<file path="src/rtl/ram_arb_pkg.sv">
// Shared types and helpers for the RAM port arbiter: FSM state, default widths,
// and the wrapping priority search used by the grant encoder.
package ram_arb_pkg;

    typedef enum logic {
        IDLE   = 1'b0,
        ACTIVE = 1'b1
    } arb_state_t;

    localparam int DEF_NUM_REQ    = 16;
    localparam int DEF_ADDR_WIDTH = 16;
    localparam int DEF_DATA_WIDTH = 32;
    localparam int DEF_ID_WIDTH   = 4;
    localparam int MAX_REQ        = 16;

    typedef struct packed {
        logic       found;
        logic [3:0] idx;
    } pick_t;

    // First set bit of valid at or after ptr, wrapping modulo num (ptr < num).
    function automatic pick_t rr_pick(input logic [MAX_REQ-1:0] valid,
                                      input int unsigned ptr,
                                      input int unsigned num);
        pick_t       res;
        int unsigned cand;
        res = '0;
        for (int unsigned k = 0; k < MAX_REQ; k++) begin
            cand = ptr + k;
            if (cand >= num) cand = cand - num;
            if (k < num && !res.found && valid[cand[3:0]]) begin
                res.found = 1'b1;
                res.idx   = cand[3:0];
            end
        end
        return res;
    endfunction

endpackage

</file>
<file path="src/rtl/rr_priority_encoder.sv">
// Wrapping priority encoder: grants the first requester at or after ptr.
// Tie ptr to zero for plain lowest-index-wins priority.
module rr_priority_encoder
    import ram_arb_pkg::*;
#(
    parameter int NUM_REQ  = DEF_NUM_REQ,
    parameter int ID_WIDTH = DEF_ID_WIDTH
) (
    input  logic [NUM_REQ-1:0]  req,
    input  logic [ID_WIDTH-1:0] ptr,
    output logic [ID_WIDTH-1:0] grant,
    output logic                grant_valid
);

    logic [MAX_REQ-1:0] req_ext;
    pick_t              pick;

    always_comb begin
        req_ext              = '0;
        req_ext[NUM_REQ-1:0] = req;
        pick                 = rr_pick(req_ext, 32'(ptr), 32'(NUM_REQ));
        grant                = ID_WIDTH'(pick.idx);
        grant_valid          = pick.found;
    end

endmodule

</file>
<file path="src/rtl/ram_port_arbiter.sv">
// Shares one synchronous single-port RAM among NUM_REQ requesters, one grant per
// cycle, read data returned two cycles after accept. Define ARB_FIXED_PRIO_EN for fixed priority.
module ram_port_arbiter
    import ram_arb_pkg::*;
#(
    parameter int NUM_REQ    = DEF_NUM_REQ,
    parameter int ADDR_WIDTH = DEF_ADDR_WIDTH,
    parameter int DATA_WIDTH = DEF_DATA_WIDTH,
    parameter int ID_WIDTH   = DEF_ID_WIDTH
) (
    input  logic                           clk,
    input  logic                           rst,
    input  logic [NUM_REQ-1:0]             req_valid,
    output logic [NUM_REQ-1:0]             req_ready,
    input  logic [NUM_REQ-1:0]             req_we,
    input  logic [NUM_REQ*ADDR_WIDTH-1:0]  req_addr,
    input  logic [NUM_REQ*DATA_WIDTH-1:0]  req_wdata,
    output logic [NUM_REQ-1:0]             rsp_valid,
    output logic [DATA_WIDTH-1:0]          rsp_rdata,
    output logic                           ram_we,
    output logic [ADDR_WIDTH-1:0]          ram_addr,
    output logic [DATA_WIDTH-1:0]          ram_wdata,
    input  logic [DATA_WIDTH-1:0]          ram_rdata,
    output logic                           busy
);

    // Handshake: a request transfers when req_valid[i] & req_ready[i]; ready is
    // combinational, at most one bit set, and requesters hold fields until then.

    arb_state_t          state;
    logic [ID_WIDTH-1:0] ptr;
    logic [ID_WIDTH-1:0] grant;
    logic                grant_valid;
    logic                grant_en;
    logic [ID_WIDTH-1:0] rsp_id;
    logic                rsp_pend;
    logic [ADDR_WIDTH-1:0] addr_q;

`ifdef ARB_FIXED_PRIO_EN
    assign ptr = '0;
`else
    logic [ID_WIDTH-1:0] rr_ptr;

    always_ff @(posedge clk or posedge rst) begin
        if (rst) begin
            rr_ptr <= '0;
        end else if (grant_en) begin
            rr_ptr <= (grant == ID_WIDTH'(NUM_REQ - 1)) ? '0 : grant + 1'b1;
        end
    end

    assign ptr = rr_ptr;
`endif

    rr_priority_encoder #(
        .NUM_REQ (NUM_REQ),
        .ID_WIDTH(ID_WIDTH)
    ) u_enc (
        .req        (req_valid),
        .ptr        (ptr),
        .grant      (grant),
        .grant_valid(grant_valid)
    );

    assign grant_en = grant_valid & ~rst;

    // Idle cycles keep the last address on the RAM so its read register is undisturbed.
    always_comb begin
        req_ready = '0;
        ram_we    = 1'b0;
        ram_addr  = addr_q;
        ram_wdata = '0;
        for (int i = 0; i < NUM_REQ; i++) begin
            if (grant_en && grant == ID_WIDTH'(i)) begin
                req_ready[i] = 1'b1;
                ram_we       = req_we[i];
                ram_addr     = req_addr[i*ADDR_WIDTH +: ADDR_WIDTH];
                ram_wdata    = req_wdata[i*DATA_WIDTH +: DATA_WIDTH];
            end
        end
    end

    always_ff @(posedge clk or posedge rst) begin
        if (rst) begin
            state     <= IDLE;
            busy      <= 1'b0;
            addr_q    <= '0;
            rsp_pend  <= 1'b0;
            rsp_id    <= '0;
            rsp_valid <= '0;
            rsp_rdata <= '0;
        end else begin
            case (state)
                IDLE: begin
                    if (|req_valid) begin
                        state <= ACTIVE;
                        busy  <= 1'b1;
                    end
                end
                ACTIVE: begin
                    if (!(|req_valid) && !rsp_pend) begin
                        state <= IDLE;
                        busy  <= 1'b0;
                    end
                end
                default: begin
                    state <= IDLE;
                    busy  <= 1'b0;
                end
            endcase

            if (grant_en) begin
                addr_q   <= ram_addr;
                rsp_pend <= ~ram_we;
                rsp_id   <= grant;
            end else begin
                rsp_pend <= 1'b0;
            end

            for (int i = 0; i < NUM_REQ; i++) begin
                rsp_valid[i] <= rsp_pend && (rsp_id == ID_WIDTH'(i));
            end
            if (rsp_pend) begin
                rsp_rdata <= ram_rdata;
            end
        end
    end

endmodule

</file>
<file path="config.mk">
export PLATFORM = sky130hd
export DESIGN_NAME = ram_port_arbiter
export DESIGN_NICKNAME = d
export VERILOG_FILES = /design/src/rtl/ram_arb_pkg.sv /design/src/rtl/rr_priority_encoder.sv /design/src/rtl/ram_port_arbiter.sv
export SDC_FILE = /design/constraint.sdc
export NUM_CORES = 1
export LEC_CHECK = 0
export BUFFER_PORTS_ARGS = -buffer_cell sky130_fd_sc_hd__buf_2
export CAP_MARGIN = 20
export CORE_AREA = 5 5 361 363
export DETAILED_ROUTE_END_ITERATION = 7
export DIE_AREA = 0 0 366 368
export GPL_ROUTABILITY_DRIVEN = 0
export PLACE_DENSITY = 0.31
export SYNTH_ARGS = -nofsm -noshare
export SYNTH_HDL_FRONTEND = slang
export SYNTH_SLANG_ARGS = --single-unit
</file>
<file path="constraint.sdc">
create_clock -name clk -period 9 [get_ports clk]
set_input_delay 0.9 -clock clk [delete_from_list [all_inputs] [get_ports clk]]
set_output_delay 0.9 -clock clk [all_outputs]
set_load 0.01 [all_outputs]
</file>
### Word-level counts from Yosys, hierarchy flattened

Cells that the tools add are included.
W data, S select, Z words.

* flip-flop bits (word level): 75
* input port bits: 834
* output and inout port bits: 114
* logic and storage cells: 313

* $add $sub $neg: 32
* $lt $le $gt $ge: 32
* equal/unequal tests: 32
* multiplexer cells: 136
* bitwise operators: 4
* reduce and logical (&&, ||, !) cells: 69

Operators with widths (count)
* $mux W32: 16
* $mux W16: 16
* $lt A4 B5 Y1 const B: 16
* $mux W5: 16
* $ge A5 B5 Y1 const B: 15
* $mux W4: 17
* $bmux W1 S4: 16
* $eq A4 B4 Y1 const B: 16
* $sub A4 B1 Y4 const B: 16
* $mux W1: 53
* $logic_and A1 B1 Y1: 48
* $add A4 B4 Y5 const B: 8
* $eq A4 B3 Y1 const B: 8
* $add A4 B3 Y5 const B: 4
* $logic_not A1 Y1: 17
* $eq A4 B2 Y1 const B: 4
* $reduce_or A16 Y1: 1
* $add A4 B2 Y5 const B: 2
* $eq A4 B1 Y1 const B: 2
* $logic_not A4 Y1: 2
* $add A4 B1 Y5 const B: 1
* $ge A4 B5 Y1 const B: 1
* $add A4 B1 Y4 const B: 1
* $pmux W1 S2: 2
* 5 further kinds: 7

### Longest topological paths before layout

Gate-level depths: netlist of run 1.

* word-level depth: 70
* mapped depth: 30
* gate-level depth less buffers: 22

### Hierarchy

From an unflattened synthesis of run 1, not the netlist that was laid out.

* cell total of the unflattened synthesis: 1563
* area total of the unflattened synthesis: 11847.6 um2

Modules (own cells, without submodules)
* ram_port_arbiter: times used 1, cells an instance 1293, area each 9487.8 um2, sequential area each 1876.8 um2
* rr_priority_encoder: times used 1, cells an instance 270, area each 2359.8 um2, sequential area each 0.0 um2

### Least setup slack after synthesis of run 1

Ideal clock, no wire load.

* path type: register to output
* start: reg rr_ptr[1], in the netlist ptr[1]
* end: out ram_addr[12]
* arrival time: 7.155 ns
* required time: 8.100 ns
* slack: 0.945 ns
* cell stages (with the launch flop): 27
* path buffers: 7
* cells stage by stage: dfrtp_1 -> buf_4 -> buf_4 -> buf_2 -> inv_1 -> ha_1 -> buf_1 -> mux4_2 -> mux4_2 -> nor2_1 -> nand4_1 -> nor3_4 -> nand2_1 -> o311ai_0 -> a31o_2 -> a32oi_1 -> inv_1 -> ha_1 -> clkbuf_1 -> inv_1 -> a311oi_1 -> nor2_1 -> or3_1 -> clkbuf_1 -> clkbuf_1 -> a2111o_1 -> o221ai_1

* longest elaborated chain between the ends: 68
* elaborated cells on any way between the ends: 190
* classes of those cells: add/sub: 31; order compare: 16; eq/ne: 15; mux: 80; bitwise: 1; reduce/logical: 47

RTL lines
* start, declared: RTL line ram_port_arbiter.sv:42 `logic [ID_WIDTH-1:0] rr_ptr;`
* start signal, assigned: RTL line ram_port_arbiter.sv:48 `rr_ptr <= (grant == ID_WIDTH'(NUM_REQ - 1)) ? '0 : grant + 1'b1;`
* parallel branches: the longest is 49 deep, another holds $add A4 B1 Y5
* $mux W5 *: RTL line ram_arb_pkg.sv:31 `if (k < num && !res.found && valid[cand[3:0]]) begin`
* net grant[0]: RTL line ram_port_arbiter.sv:32 `logic [ID_WIDTH-1:0] grant;`
* $logic_not A4 Y1: RTL line ram_port_arbiter.sv:74 `if (grant_en && grant == ID_WIDTH'(i)) begin`
* $logic_and A1 B1 Y1: RTL line ram_port_arbiter.sv:74
* $mux W16 (15 in a row): RTL line ram_port_arbiter.sv:74
* $mux W16 *: RTL line ram_port_arbiter.sv:74
* end, declared: RTL line ram_port_arbiter.sv:21 `output logic [ADDR_WIDTH-1:0] ram_addr,`

Mark *: on every way through the listed nets, which the timed path passes. The select of a mux whose other input is x is not followed.

### Final worst setup path of run 1

* start: reg rr_ptr[2], in the netlist ptr[2]
* end: out ram_wdata[28]

* longest elaborated chain between the ends: 68
* elaborated cells on any way between the ends: 190
* classes of those cells: add/sub: 31; order compare: 16; eq/ne: 15; mux: 80; bitwise: 1; reduce/logical: 47

RTL lines
* parallel branches: the longest is 49 deep, another holds $add A4 B1 Y5
* $mux W5 *: RTL line ram_arb_pkg.sv:31
* $logic_not A4 Y1 / $and A1 B1 Y1 (equally long branches): RTL line ram_port_arbiter.sv:74, ram_port_arbiter.sv:65
* $logic_and A1 B1 Y1: RTL line ram_port_arbiter.sv:74
* $mux W32 (15 in a row): RTL line ram_port_arbiter.sv:74
* $mux W32 *: RTL line ram_port_arbiter.sv:74
* end, declared: RTL line ram_port_arbiter.sv:22 `output logic [DATA_WIDTH-1:0] ram_wdata,`

Mark *: on every way between the ends. The select of a mux whose other input is x is not followed.

==> results of run 1 <==
==> registers in the layout, indices dropped and copies added, names as in the netlist <==
register	flops
rsp_rdata	32
state	1
addr_q	16
rsp_valid	16
ptr	4
rsp_id	4
rsp_pend	1
busy	1
==> path summary, 6_finish.rpt <==
check	slack (ns)	end	cells after the start	start
max reg2reg	1.68	addr_q[1]$_DFFE_PP0P_	23	ptr[0]$_DFFE_PP0P_
max	0.38	ram_wdata[28]	27	ptr[2]$_DFFE_PP0P_
min reg2reg	0.45	busy$_DFFE_PP0P_	1	state$_DFF_PP0_
min in group asynchronous	0.64	ptr[3]$_DFFE_PP0P_	2	rst
min	0.45	busy$_DFFE_PP0P_	1	state$_DFF_PP0_
max in group asynchronous	7.04	rsp_pend$_DFF_PP0_	3	rst
==> timing repair <==
action	in CTS	in global routing
gates resized for setup	7	13
endpoints found under the setup margin	37	33
setup buffers	0	4
pin swaps	0	4
==> cells in the final DEF, fill, tap and decap left out, drive strengths merged, types with 40 or more instances in the layout <==
| cell type | Yosys | routed |
|---|---|---|
| a211oi | 40 | 40 |
| a21oi | 137 | 137 |
| a221oi | 64 | 64 |
| buf | 46 | 1082 |
| dfrtp | 75 | 75 |
| mux2 | 59 | 59 |
| nand2 | 124 | 124 |
| nand3 | 44 | 44 |
| nor2 | 147 | 147 |
| nor3 | 59 | 59 |
| o21ai | 108 | 108 |
| o221ai | 50 | 50 |
| o22ai | 68 | 68 |
==> logic make-up after synthesis <==
family | after synthesis | share of synthesized area
DFF | 75 | 0.143
and+or+nand+nor | 518 | 0.196
muxes | 115 | 0.127
xor gates and xnor gates | 13 | 0.00926
adders and majority gates | 11 | 0.0105
AOI/OAI and AO/OA | 787 | 0.445
buffers and inverters | 214 | 0.0688
==> per-layer routing <==
metal | share of wire | up-vias | global-route usage
li1 | - | 8935 | -
met1 | 0.43 | 10500 | 0.278
met2 | 0.48 | 1243 | 0.369
met3 | 0.075 | 206 | 0.0545
met4 | 0.020 | 34 | 0.0387
met5 | 0.0013 | - | 0
==> through the flow <==
stage	utilization	hold WS (ns)
6_report	0.165	0.453
5_1_grt	0.165	0.458
4_1_cts	0.164	0.457
3_5_place_dp	0.161	0.446
3_3_place_gp	0.161	0.432
2_1_floorplan	-	0.418
==> layout make-up <==
class / instances / share of cell area
Antenna cell: 38 / 0.00454
Clock buffer: 10 / 0.0114
Clock inverter: 5 / 0.00185
Inverter: 26 / 0.00496
Multi-Input combinational cell: 1444 / 0.509
Sequential cell: 75 / 0.0898
Tap cell: 1662 / 0.0993
Timing Repair Buffer: 1082 / 0.280
==> impl_metrics.json, run 1 <==
{
  "critPathLaunchType": "flip-flop",
  "total_placed_instance_area_um2": 20500,
  "drtPass1Iterations": 5,
  "dieArea_um2": 135000,
  "finClkSkew_ns": 0.0133,
  "netlist_area_um2": 13100,
  "setup_violations": 0,
  "grt_overflow": 0,
  "cts_sinks": 75,
  "dominantRegCellSynth": "sky130_fd_sc_hd__dfrtp_1",
  "rows": 131,
  "critical_path.max_fanout": 14,
  "detailedRoute.firstIterationViolations": 2172,
  "timing.critical_path.slowest_stage_cell": "sky130_fd_sc_hd__dfrtp_4",
  "die_height_um": 368,
  "grt_pass1_wl_um": 200000,
  "drive_gt1_frac": 0.488,
  "postRouteWirelength_um": 154000,
  "final-instance-count-excl-fill": 4342,
  "clk_transition_reported_paths_ns": 0.07,
  "layout_fillers": 14800,
  "route.detailed.vias_per_inst": 4.82,
  "dp_hpwl_um": 131000,
  "synth_cell_types": 90,
  "post_synth_inst_count": 1733,
  "grt_start_max_net_pins": 84,
  "worstSkewPairLatency_ns": 0.40,
  "synthesis.area_per_instance_um2": 7.57,
  "synthesis.yosys.warnings": 0,
  "layout-area-overhead-vs-synth_pct": 59.8,
  "worst_ep_required_time_ns": 8.10,
  "min_period_ns": 8.62,
  "pre_cts_slack_ns": 0.0283,
  "synth.yosys.seq_area_share": 0.143,
  "final_hold_viol_count": 0,
  "part_of_the_cycle_the_worst_path_needs": 0.958,
  "timing.slew.headroom": 0.216,
  "yosysMostFrequentCell": "sky130_fd_sc_hd__nor2_1",
  "grt_use_total": 0.216,
  "fp.dieW_um": 366,
  "nNetsFinal": 3483,
  "num_vias": 20900,
  "arrival_ns": 7.72,
  "max_cap_viol_count": 0,
  "boundaryPins": 948,
  "cpPeakStageDelay_ns": 0.60,
  "grt_antenna_before_repair": 113,
  "layout_setup_ws_ns": 0.377,
  "layout.cell_area.non_filler_um2": 21000,
  "slew_violations": 0,
  "setup_total_negative_slack_ns": 0,
  "synth_largest_area_cell": "sky130_fd_sc_hd__dfrtp_1",
  "h-tree-depth": 3,
  "yosysTopAreaCellShare": 0.143,
  "cp_top_delay_family": "compound AO/OA/AOI/OAI gates",
  "critPathMostFrequentCell": "sky130_fd_sc_hd__buf_4",
  "max_freq_ghz": 0.116,
  "cts-hold-fix-buffers": 0,
  "rsz_0062_raised_after_global_routing": "false",
  "critical_path_class": "reg2out",
  "postSynth.asyncResetShare": 1.00,
  "root_buffer": "sky130_fd_sc_hd__clkbuf_16",
  "synth_edf_count": 0,
  "yosys-top-cells-count": "sky130_fd_sc_hd__nor2_1 (145), sky130_fd_sc_hd__clkbuf_1 (142), sky130_fd_sc_hd__a21oi_1 (137)",
  "longest_clk_path_bufs": 2,
  "port_buffers": 947,
  "placed_cells_incl_taps": 4285,
  "routed_wire_length_per_instance_um": 35.5,
  "worst_hold_path_type": "reg2reg",
  "synth.area.top_cells": "sky130_fd_sc_hd__dfrtp_1 (14%), sky130_fd_sc_hd__mux4_2 (6.0%), sky130_fd_sc_hd__a21oi_1 (5.2%), sky130_fd_sc_hd__mux2_2 (4.7%), sky130_fd_sc_hd__nor2_1 (4.2%)",
  "antenna_left": 0,
  "multiInputGateArea_um2": 10700,
  "register_area_um2": 1880,
  "residual_drc_count": 0,
  "outcome": "completed",
  "timing_worst_slew_pin_value_ns": 1.17,
  "timing.critical_path.to_type": "output port",
  "numCtsBuffers": 9,
  "initial_utilization": 0.103,
  "core_area_um2": 127000,
  "postSynthNetCount": 2578,
  "worst-path-buf-inv": 8,
  "ys_seq_elements": 75,
  "tritoncts_clock_tree": "yes",
  "number_of_global_route_vias_before_repair": 20800
}
Power of run 1 is not shown: default switching activity piles up to over one toggle a cycle in this logic, so the estimate is an artifact.
==> inputs of run 2 (changes only) <==
ABC_AREA = 1   (was unset)
CORE_AREA = 5 5 362 364   (was 5 5 361 363)
DIE_AREA = 0 0 367 369   (was 0 0 366 368)
==> impl_metrics.json, run 2 <==
{
  "detailedRoute.firstIterationViolations": 1605,
  "synth_mux_area_frac": 0,
  "final_hold_viol_count": 0,
  "critical_path.max_fanout": 21,
  "r2r_cells": 42,
  "yosysMostFrequentCell": "sky130_fd_sc_hd__nand2_1",
  "cts_sinks": 75,
  "synthesis.area_per_instance_um2": 5.09,
  "antenna_left": 0,
  "number_of_global_route_vias_before_repair": 20200,
  "boundaryPins": 948,
  "timing.critical_path.slowest_stage_cell": "sky130_fd_sc_hd__o21ai_0",
  "rr_endpoint": "addr_q[11]$_DFFE_PP0P_",
  "ff2ff_setup_slack_ns": 2.04,
  "nNetsFinal": 4246,
  "timing.critical_path.to_type": "output port",
  "dominantRegCellSynth": "sky130_fd_sc_hd__dfrtp_1",
  "dp_hpwl_um": 117000,
  "postSynth.asyncResetShare": 1.00,
  "worst_hold_path_type": "reg2reg",
  "layout_fillers": 15200,
  "final_core_utilization": 0.158,
  "core_area_um2": 127000,
  "synth.area.top_cells": "sky130_fd_sc_hd__nand2_1 (29%), sky130_fd_sc_hd__dfrtp_1 (15%), sky130_fd_sc_hd__nand3_1 (11%), sky130_fd_sc_hd__nor2_1 (9.1%), sky130_fd_sc_hd__a21oi_1 (6.3%)",
  "synth_top_family_by_area": "simple AND/OR/NAND/NOR gates",
  "hold-path-endpoint": "busy$_DFFE_PP0P_",
  "critical_path_class": "reg2out",
  "grt_antenna_before_repair": 118,
  "drive_gt1_frac": 0.342,
  "worstHoldPathCells": 1,
  "yosys.area_share.xor_xnor": 0.00682,
  "min_period_ns": 8.31,
  "max_cap_viol_count": 0,
  "grt_pass1_wl_um": 176000,
  "initial_utilization": 0.101,
  "worstSkewPairLatency_ns": 0.34,
  "synth_edf_count": 0,
  "arrival_ns": 7.41,
  "postRouteWirelength_um": 135000,
  "port_buffers": 947,
  "crit-reg2reg-launch": "ptr[1]$_DFFE_PP0P_",
  "synthesis.yosys.warnings": 0,
  "flip_flop_count_of_the_largest_register_after_layout": 32,
  "drtPass1Iterations": 5,
  "hold-worst-slack_ns": 0.463,
  "residual_drc_count": 0,
  "h-tree-depth": 3,
  "total_placed_instance_area_um2": 19700,
  "netlist_area_um2": 12800,
  "setup_violations": 0,
  "slew_violations": 0,
  "critPathMostFrequentCell": "sky130_fd_sc_hd__nand2_1",
  "ys_seq_elements": 75,
  "die_height_um": 369,
  "synth_adder_area_share": 0.0107,
  "rows": 131,
  "worst_ep_required_time_ns": 8.10,
  "post_synth_inst_count": 2521,
  "synth_simple_gate_area_share": 0.580,
  "layout.cell_area.non_filler_um2": 20100,
  "finClkSkew_ns": 0.00907,
  "yosys-top-cells-count": "sky130_fd_sc_hd__nand2_1 (1007), sky130_fd_sc_hd__nor2_1 (310), sky130_fd_sc_hd__nand3_1 (293)",
  "timing.slew.headroom": 0.223,
  "num_vias": 20700,
  "route.detailed.vias_per_inst": 4.05,
  "postSynthNetCount": 3366,
  "share_of_the_synthesized_area_in_compound_gates_ao_oa_aoi_oai": 0.149,
  "largestRegisters": "rsp_rdata x32, addr_q x16, rsp_valid x16",
  "yosysTopAreaCellShare": 0.294,
  "fp.dieW_um": 367,
  "most-common-layout-cells": "sky130_fd_sc_hd__nand2_1 (1007), sky130_fd_sc_hd__buf_2 (947), sky130_fd_sc_hd__nor2_1 (301), sky130_fd_sc_hd__nand3_1 (293), sky130_fd_sc_hd__a21oi_1 (161)",
  "synth_cell_types": 46,
  "max_freq_ghz": 0.120,
  "longest_clk_path_bufs": 2,
  "tritoncts_clock_tree": "yes",
  "grt_start_max_net_pins": 86,
  "critPathLaunchType": "flip-flop",
  "cpPeakStageDelay_ns": 0.66,
  "outcome": "completed",
  "routed_wire_length_per_instance_um": 26.5,
  "layout_commonest_cell": "sky130_fd_sc_hd__nand2_1",
  "clk_transition_reported_paths_ns": 0.06,
  "timing_worst_slew_pin_value_ns": 1.16,
  "grt_use_total": 0.187,
  "root_buffer": "sky130_fd_sc_hd__clkbuf_16",
  "top_register": "rsp_rdata",
  "synth_largest_area_cell": "sky130_fd_sc_hd__nand2_1",
  "layout-area-overhead-vs-synth_pct": 56.7,
  "timing.hold.worst.start": "state$_DFF_PP0_",
  "numCtsBuffers": 9,
  "setup_total_negative_slack_ns": 0,
  "dieArea_um2": 135000,
  "grt_overflow": 0,
  "part_of_the_cycle_the_worst_path_needs": 0.923,
  "synth.yosys.seq_area_share": 0.146
}
[run 2: layout make-up]
cell class | instances | area [µm²] | area share
diodes | 47 | 118 | 0.00585
clock buffers | 12 | 246 | 0.0122
clock inverters | 4 | 50.0 | 0.00249
inverters | 148 | 571 | 0.0284
multi-input cells | 2133 | 9660 | 0.480
flip-flops and latches | 75 | 1880 | 0.0933
well taps | 1662 | 2080 | 0.103
repair buffers | 1034 | 5520 | 0.274
[run 2: cell families after synthesis]
| kind of cell | count (synthesis) |
|---|---|
| compound gates | 355 |
| xor+xnor | 7 |
| fa+ha+maj | 11 |
| buf+inv | 313 |
| flops | 75 |
| simple gates | 1760 |
[run 2: critical path: cells and delay by family, from the launching register on]
kind	cells	cell delay [ns]
compound gates	2	0.97
fa+ha+maj	2	0.47
flops	1	0.39
simple gates	27	3.81
buf+inv	7	1.37
[run 2: worst max path at each step]
stage / startpoint / endpoint / slack (ns) / cells past startpoint
finish: ptr[1]$_DFFE_PP0P_ / ram_wdata[27] / 0.69 / 38
global route: ptr[1]$_DFFE_PP0P_ / ram_addr[1] / -0.005 / 42
CTS: ptr[1]$_DFFE_PP0P_ / ram_addr[1] / 0.39 / 42
detailed placement: ptr[1]$_DFFE_PP0P_ / ram_addr[1] / 0.77 / 42
global placement: ptr[1]$_DFFE_PP0P_ / ram_addr[1] / 0.71 / 42
floorplan: ptr[1]$_DFFE_PP0P_ / ram_wdata[10] / 3.20 / 38
[run 2: timing repair]
action                                  4_1_cts  5_1_grt
endpoints found under the setup margin        0        7
resized for setup                             0        3
buffers inserted                              0        0
hold buffers                                  0        0
endpoints found under the hold margin         0        0
[run 2: metrics by stage]
step / setup slack [ns] / std cells
finish: 0.690 / 5115
global route: -0.00517 / 5080
CTS: 0.389 / 5068
detailed placement: 0.766 / 5052
global placement: 0.709 / 5051
floorplan: 3.20 / 2521
[run 2: per-layer routing]
| layer | track usage | up-vias | share of wire |
|---|---|---|---|
| met5 | 0 | - | 0.0019 |
| met4 | 0.0248 | 42 | 0.021 |
| met3 | 0.0478 | 197 | 0.073 |
| met2 | 0.331 | 965 | 0.48 |
| met1 | 0.235 | 9631 | 0.42 |
| li1 | - | 9895 | - |
Power of run 2 is left out for the same reason.
